File: config.mk
export PLATFORM = sky130hd
export DESIGN_NAME = sort_frame_loader
export DESIGN_NICKNAME = d
export VERILOG_FILES = /design/src/rtl/sort_frame_loader.sv
export SDC_FILE = /design/constraint.sdc
export NUM_CORES = 1
export LEC_CHECK = 0
export BUFFER_PORTS_ARGS = -buffer_cell sky130_fd_sc_hd__buf_4
export CAP_MARGIN = 20
export CORE_MARGIN = 4
export CORE_UTILIZATION = 52
export DETAILED_ROUTE_END_ITERATION = 8
export PLACE_DENSITY = 0.79
export SLEW_MARGIN = 25
export SYNTH_ARGS = -nofsm -noshare
export SYNTH_HDL_FRONTEND = slang
export SYNTH_SLANG_ARGS = --single-unit
File: constraint.sdc
create_clock -name clk -period 2.4 [get_ports clk]
set_input_delay 0.12 -clock clk [delete_from_list [all_inputs] [get_ports clk]]
set_output_delay 0.12 -clock clk [all_outputs]
set_load 0.02 [all_outputs]
File: src/rtl/sort_frame_loader.sv
// Collects M samples into a frame for an external combinational sorter, then streams the result max-first.
// Latency: out_valid two cycles after the last accepted sample; fill and drain never overlap; out_ready stalls the drain.
module sort_frame_loader #(
  parameter int N = 8,
  parameter int M = 4
) (
  input  logic                clk,
  input  logic                rst,
  input  logic                in_valid,
  output logic                in_ready,
  input  logic [N-1:0]        in_data,
  output logic [M-1:0][N-1:0] list_out,
  input  logic [M-1:0][N-1:0] sort_res,
  output logic                out_valid,
  input  logic                out_ready,
  output logic [N-1:0]        out_data,
  output logic                out_last,
  output logic [7:0]          frames_done
);

  localparam int IW = $clog2(M);
  localparam logic [IW-1:0] LAST_IDX = IW'(M - 1);

  localparam logic [1:0] FILL  = 2'd0;
  localparam logic [1:0] SORT  = 2'd1;
  localparam logic [1:0] DRAIN = 2'd2;

  logic [1:0]          state;
  logic [IW-1:0]       wr_idx;
  logic [IW-1:0]       rd_idx;
  logic [M-1:0][N-1:0] obuf;

  assign in_ready  = (state == FILL);
  assign out_valid = (state == DRAIN);
  // Gated so out_data reads zero whenever nothing is being offered.
  assign out_data  = out_valid ? obuf[rd_idx] : '0;
  assign out_last  = out_valid && (rd_idx == LAST_IDX);

  always_ff @(posedge clk or posedge rst) begin
    if (rst) begin
      state       <= FILL;
      wr_idx      <= '0;
      rd_idx      <= '0;
      list_out    <= '0;
      obuf        <= '0;
      frames_done <= '0;
    end else begin
      case (state)
        FILL: begin
          if (in_valid) begin
            list_out[wr_idx] <= in_data;
            if (wr_idx == LAST_IDX) begin
              wr_idx <= '0;
              state  <= SORT;
            end else begin
              wr_idx <= wr_idx + 1'b1;
            end
          end
        end
        SORT: begin
          // list_out has been stable for a full cycle, so sort_res has settled.
          obuf   <= sort_res;
          rd_idx <= '0;
          state  <= DRAIN;
        end
        DRAIN: begin
          if (out_ready) begin
            if (rd_idx == LAST_IDX) begin
              rd_idx      <= '0;
              frames_done <= frames_done + 8'd1;
              state       <= FILL;
            end else begin
              rd_idx <= rd_idx + 1'b1;
            end
          end
        end
        default: state <= FILL;
      endcase
    end
  end

endmodule

# ---- Word level (Yosys, flattened, before mapping)
# Cells that the tools add are included.
dict set report word_totals {
  ff_bits 78
  inputBits 44
  output_inout_bits 51
  word_cells 49
}
dict set report op_classes {
  n_addsub 3
  n_lt_le_gt_ge 3
  n_eq_ne 8
  muxes 15
  reduce_logical 8
}
# op n
set ops {}
lappend ops {{$bwmux 32} 1}
lappend ops {{$mux 8} 3}
lappend ops {{$bmux 8 s2} 1}
lappend ops {{$demux 8 s2} 1}
lappend ops {{$mux 2} 7}
lappend ops {{$add 8x1->8 const B} 1}
lappend ops {{$eq 2x2->1 const B} 3}
lappend ops {{$lt 2x3->1 const B} 2}
lappend ops {{$ne 2x1->1 const B} 3}
lappend ops {{$pmux 2 s3} 1}
lappend ops {{$add 2x1->2 const B} 2}
lappend ops {{$pmux 2 s2} 1}
lappend ops {{$reduce_and 2->1} 2}
lappend ops {{$reduce_and 4->1} 1}
lappend ops {{$reduce_and 3->1} 1}
lappend ops {{$eq 2x1->1 const B} 1}
lappend ops {{$ge 2x1->1 const B} 1}
lappend ops {{$logic_and 1x1->1} 2}
lappend ops {{$logic_not 2->1} 1}
lappend ops {{$ne 2x2->1 const B} 1}
lappend ops {{$reduce_bool 2->1} 1}

# ---- Depth between registers and ports, before layout
dict set report depth {
  word_depth 5
  ltp_mapped 5
  depth_no_buf 4
}

# ---- Worst setup path after synthesis
# Ideal clock, no wire load.
dict set report synth_path {
  kind {register to register}
  from {register state[0]}
  to {register list_out[24] (netlist bit)}
  setup_time_ps 125
  arrival_ps 1372
  required_ps 2275
  slack_ps 903
  path_stages_with_launch 6
  n_path_buf 2
  synth_period_minus_slack_ps 1497
  cell_sequence {dfrtp_1 > buf_6 > nor3b_4 > and2_4 > buf_12 > mux2_4}
}
dict set report synth_via {
  elab_chain_len 2
}
# element line
set synth_rtl {}
lappend synth_rtl {{start, declared} 28} ;# logic [1:0] state;
lappend synth_rtl {{start signal, assigned} 41} ;# state <= FILL;
lappend synth_rtl {{start signal, assigned} 54} ;# state <= SORT;
lappend synth_rtl {{start signal, assigned} 64} ;# state <= DRAIN;
lappend synth_rtl {{$logic_not 2->1} 48} ;# case (state)
lappend synth_rtl {{$reduce_and 2->1 (no source line)} --}
lappend synth_rtl {{end signal, assigned by index} 51} ;# list_out[wr_idx] <= in_data;
lappend synth_rtl {{end, declared} 12} ;# output logic [M-1:0][N-1:0] list_out,
# Every way passes these cells.
# A chain may end at the register's enable or synchronous reset.

# ---- Worst setup path in the final report
dict set report layout_path {
  from {register rd_idx[0]}
  to {output port out_data[5]}
}
dict set report layout_via {
  elab_chain_len 3
}
# element line
set layout_rtl {}
lappend layout_rtl {{start, declared} 30} ;# logic [IW-1:0] rd_idx;
lappend layout_rtl {{start signal, assigned} 73} ;# rd_idx <= rd_idx + 1'b1;
lappend layout_rtl {{$bmux 8 s2} 36} ;# assign out_data = out_valid ? obuf[rd_idx] : '0;
lappend layout_rtl {{$mux 8 (implied by the code)} 36}
lappend layout_rtl {{$mux 8} 36}
lappend layout_rtl {{end, declared} 16} ;# output logic [N-1:0] out_data,
# Every way passes these cells. The select of a mux whose other input is x is not followed.

==> qor.txt <==
======================================================================================
Leftover overflow at the end of global routing                                       0
Number of setup buffers added after CTS                                              0
Vias                                                                              2327
Cells after DPL                                                                    388
Register cell area after layout                                            0.00195 mm2
Number of rows created at floorplan                                                 29
Number of nets produced by synthesis                                               276
Post-Place Cell Area                                                       0.00428 mm2
Number of DRC violations after detailed routing                                      0
Wire length of the first global-routing pass                                   12.8 mm
First-pass DRT Iterations                                                            6
Routability congestion estimate from global placement                            0.788
Cell accounting for the most synthesized area                             sky130_fd_sc_hd__dfrtp_1
Initial antenna violation count                                                      0
Critical path endpoint category                                           primary output
Global-route usage over all layers                                               19.7%
TritonCTS clock tree                                                               yes
Buffers added on ports                                                              94
Post-synthesis register bit count                                                   78
Chip Height                                                                    90.9 um
Num CTS Buffers                                                                      9
Kind of start point of the critical path                                      register
Detailed Route Iter0 Violations                                                    103
Area added between synthesis and finish                                          35.5%
Final setup viols                                                                    0
Endpoint required time on the critical path                                    2.28 ns
Fraction of layout cells with a size suffix above 1                              52.9%
Count of max-cap constraint violations                                               0
YS warnings                                                                          0
Maximum net fanout on the critical path                                             12
Final instance area                                                        0.00484 mm2
Number of clock sinks                                                               78
Detailed placement HPWL                                                        5.21 mm
Top cells by area in the synthesized netlist                              sky130_fd_sc_hd__dfrtp_1, sky130_fd_sc_hd__mux2_4, sky130_fd_sc_hd__mux2_2, sky130_fd_sc_hd__mux4_2, sky130_fd_sc_hd__buf_12
Data arrival at the endpoint of the critical path                              2.05 ns
Total Nets Final                                                                   408
DRT met1 WL                                                                    3.04 mm
Tcrit/Tclk final                                                                 90.5%
Horizontal extent of the die                                                   90.9 um
Number of top-level pins                                                            95
CTS HTree Levels                                                                     3
Number of pins with negative max-slew slack in the final report                      0
Leakage                                                                        2.35 nW
Slew Limit Headroom                                                              54.5%
Transition at the pin with the smallest max-transition slack                  0.681 ns
Metal3 WL                                                                       378 um
Achievable clock frequency                                                     461 MHz
Number of antenna-violating nets in the routed design                                0
Class of the most critical hold timing path                               input pin to register
Hold Fails Final Rpt                                                                 0
Mapped Cells                                                                       226
Number of distinct library cells after synthesis                                    31
CTS Root Cell                                                             sky130_fd_sc_hd__clkbuf_8
Effective utilization at floorplan                                               55.0%
Pin count of the biggest net entering global routing                                42
Sequential element share of the synthesized area                                 54.6%
Fin cells                                                                          440
Power density relative to cell area                                        1250 mW/mm2
Routed Wire Length                                                             7.75 mm
Die ar.                                                                    0.00826 mm2
Wirelength per Cell                                                            17.6 um
Time the worst path needs with I/O delays and setup                            2.17 ns
CP Class                                                                  register to primary output
Uppermost metal layer occupied by signal nets                                     met4
Clk Latency, worst-skew pair                                                   0.36 ns
Max clock buf depth                                                                  2
Antenna Diode Count                                                                  0
Run status                                                                   completed
Fin Clk Skew                                                                0.00862 ns
Number of fill cells in the layout                                                 413
Routed wl met2                                                                 4.12 mm
Floorplan Core Area                                                        0.00649 mm2
Summed negative setup slack over all endpoints                                    0 ns
Synthesized area divided by synthesized cell count                            15.8 um2
Area used by multi-input combinational logic                               0.00146 mm2
Setup repair after global routing missed its margin                              false
Worst hold-check slack                                                       0.0258 ns
Fraction of post-synthesis cell area in the top cell type by area                54.6%
Via count of the first global-routing pass                                        2517
Summed instance area of the synthesized netlist                            0.00357 mm2
Vias/cell                                                                         5.29
Peak VDD IR                                                                 0.000725 V
Clock slew at the register clock pins of the worst setup and hold paths        0.09 ns
======================================================================================
worst paths after layout:
path	cells past startpoint	endpoint	slack [ns]	start
worst max-delay path	3	out_data[5]	0.23	rd_idx[0]
worst min-delay path	2	list_out[15]	0.03	in_data[7]
worst max register to register	4	frames_done[7]	0.45	rd_idx[0]
worst min register to register	1	frames_done[7]	0.49	frames_done[7]
max in group asynchronous	4	list_out[6]	1.29	rst
min in group asynchronous	3	obuf[13]	0.40	rst
Yosys cell counts:
master / number
sky130_fd_sc_hd__dfrtp_1: 78
sky130_fd_sc_hd__mux2_4: 32
sky130_fd_sc_hd__mux2_2: 29
sky130_fd_sc_hd__nor2b_1: 9
sky130_fd_sc_hd__mux4_2: 8
sky130_fd_sc_hd__ha_1: 6
sky130_fd_sc_hd__nand2_1: 6
sky130_fd_sc_hd__xor2_1: 6
sky130_fd_sc_hd__inv_1: 5
sky130_fd_sc_hd__nor2_1: 5
sky130_fd_sc_hd__and2_4: 4
sky130_fd_sc_hd__buf_12: 4
sky130_fd_sc_hd__mux2_1: 4
sky130_fd_sc_hd__buf_2: 3
sky130_fd_sc_hd__buf_4: 3
sky130_fd_sc_hd__nand3_1: 3
sky130_fd_sc_hd__o21ai_0: 3
sky130_fd_sc_hd__a21oi_1: 2
sky130_fd_sc_hd__a22o_1: 2
sky130_fd_sc_hd__buf_6: 2
sky130_fd_sc_hd__nor3_1: 2
sky130_fd_sc_hd__a21o_1: 1
sky130_fd_sc_hd__and2_1: 1
sky130_fd_sc_hd__clkbuf_1: 1
sky130_fd_sc_hd__nand2b_1: 1
sky130_fd_sc_hd__nand4b_4: 1
sky130_fd_sc_hd__nor3b_4: 1
sky130_fd_sc_hd__nor4_2: 1
sky130_fd_sc_hd__nor4b_1: 1
sky130_fd_sc_hd__or2_1: 1
sky130_fd_sc_hd__xnor2_1: 1
kinds of logic after synthesis:
family / share of synthesized area [%]
xor+xnor: 1.72
compound gates: 1.40
buf+inv: 4.55
mux: 28.9
fa+ha+maj: 2.10
flops: 54.6
simple gates: 6.72
final cells by class:
class / count / area share [%]
flip-flops and latches: 78 / 40.3
multi-input cells: 130 / 30.2
repair buffers: 134 / 22.9
clock buffers: 9 / 2.56
well taps: 77 / 1.99
clock inverters: 7 / 1.65
inverters: 5 / 0.413
worst max-delay path: stages (launching register included):
cell	delay [ns]
sky130_fd_sc_hd__dfrtp_1	0.78
sky130_fd_sc_hd__mux4_2	0.58
sky130_fd_sc_hd__nor2b_1	0.15
sky130_fd_sc_hd__buf_4	0.19
sequential cells by signal (all words and copies together), names as in the netlist:
name and cells:
state 2, obuf 32, list_out 32, frames_done 8, rd_idx 2, wr_idx 2
layout by cell type, fill, tap and decap left out, drive strengths merged, types with 2 or more instances in the layout:
master	netlist	routed
buf	12	98
and2	5	5
mux4	8	8
clkbuf	1	9
clkinv	0	2
dlygate4sd3	0	36
mux2	65	65
a21oi	2	2
nor2b	9	9
nand3	3	3
nor2	5	5
o21ai	3	3
ha	6	6
inv	5	8
nor3	2	2
nand2	6	6
dfrtp	78	78
a22o	2	2
xor2	6	6
where the power goes:
| part | switching (W) | leakage, nW | internal (W) |
|---|---|---|---|
| Clock | 0.000524 | 0.103 | 0.000497 |
| Combinational | 0.00112 | 1.28 | 0.00153 |
| Sequential | 0.000456 | 0.964 | 0.00191 |
| Total | 0.00210 | 2.35 | 0.00393 |
repair_timing:
item,4_1_cts,5_1_grt
hold buffers,30,6
hold endpoints to repair,67,11
resized for setup,0,0
layer usage:
| layer | vias up | GRT usage (%) |
|---|---|---|
| li1 | 1054 | - |
| met1 | 1187 | 23.8 |
| met2 | 67 | 33.5 |
| met3 | 19 | 6.50 |
| met4 | 0 | 6.16 |
| met5 | - | 0 |
metrics by stage:
step | setup slack [ns] | utilization, % | power, W
after floorplan | 0.285 | - | 0.00412
after global placement | 0.548 | 65.9 | 0.00490
after detailed placement | 0.448 | 65.9 | 0.00499
after CTS | 0.204 | 73.6 | 0.00607
after global routing | 0.0863 | 74.6 | 0.00638
final | 0.229 | 74.6 | 0.00603
Note: power is estimated with default switching activity, not from simulation.
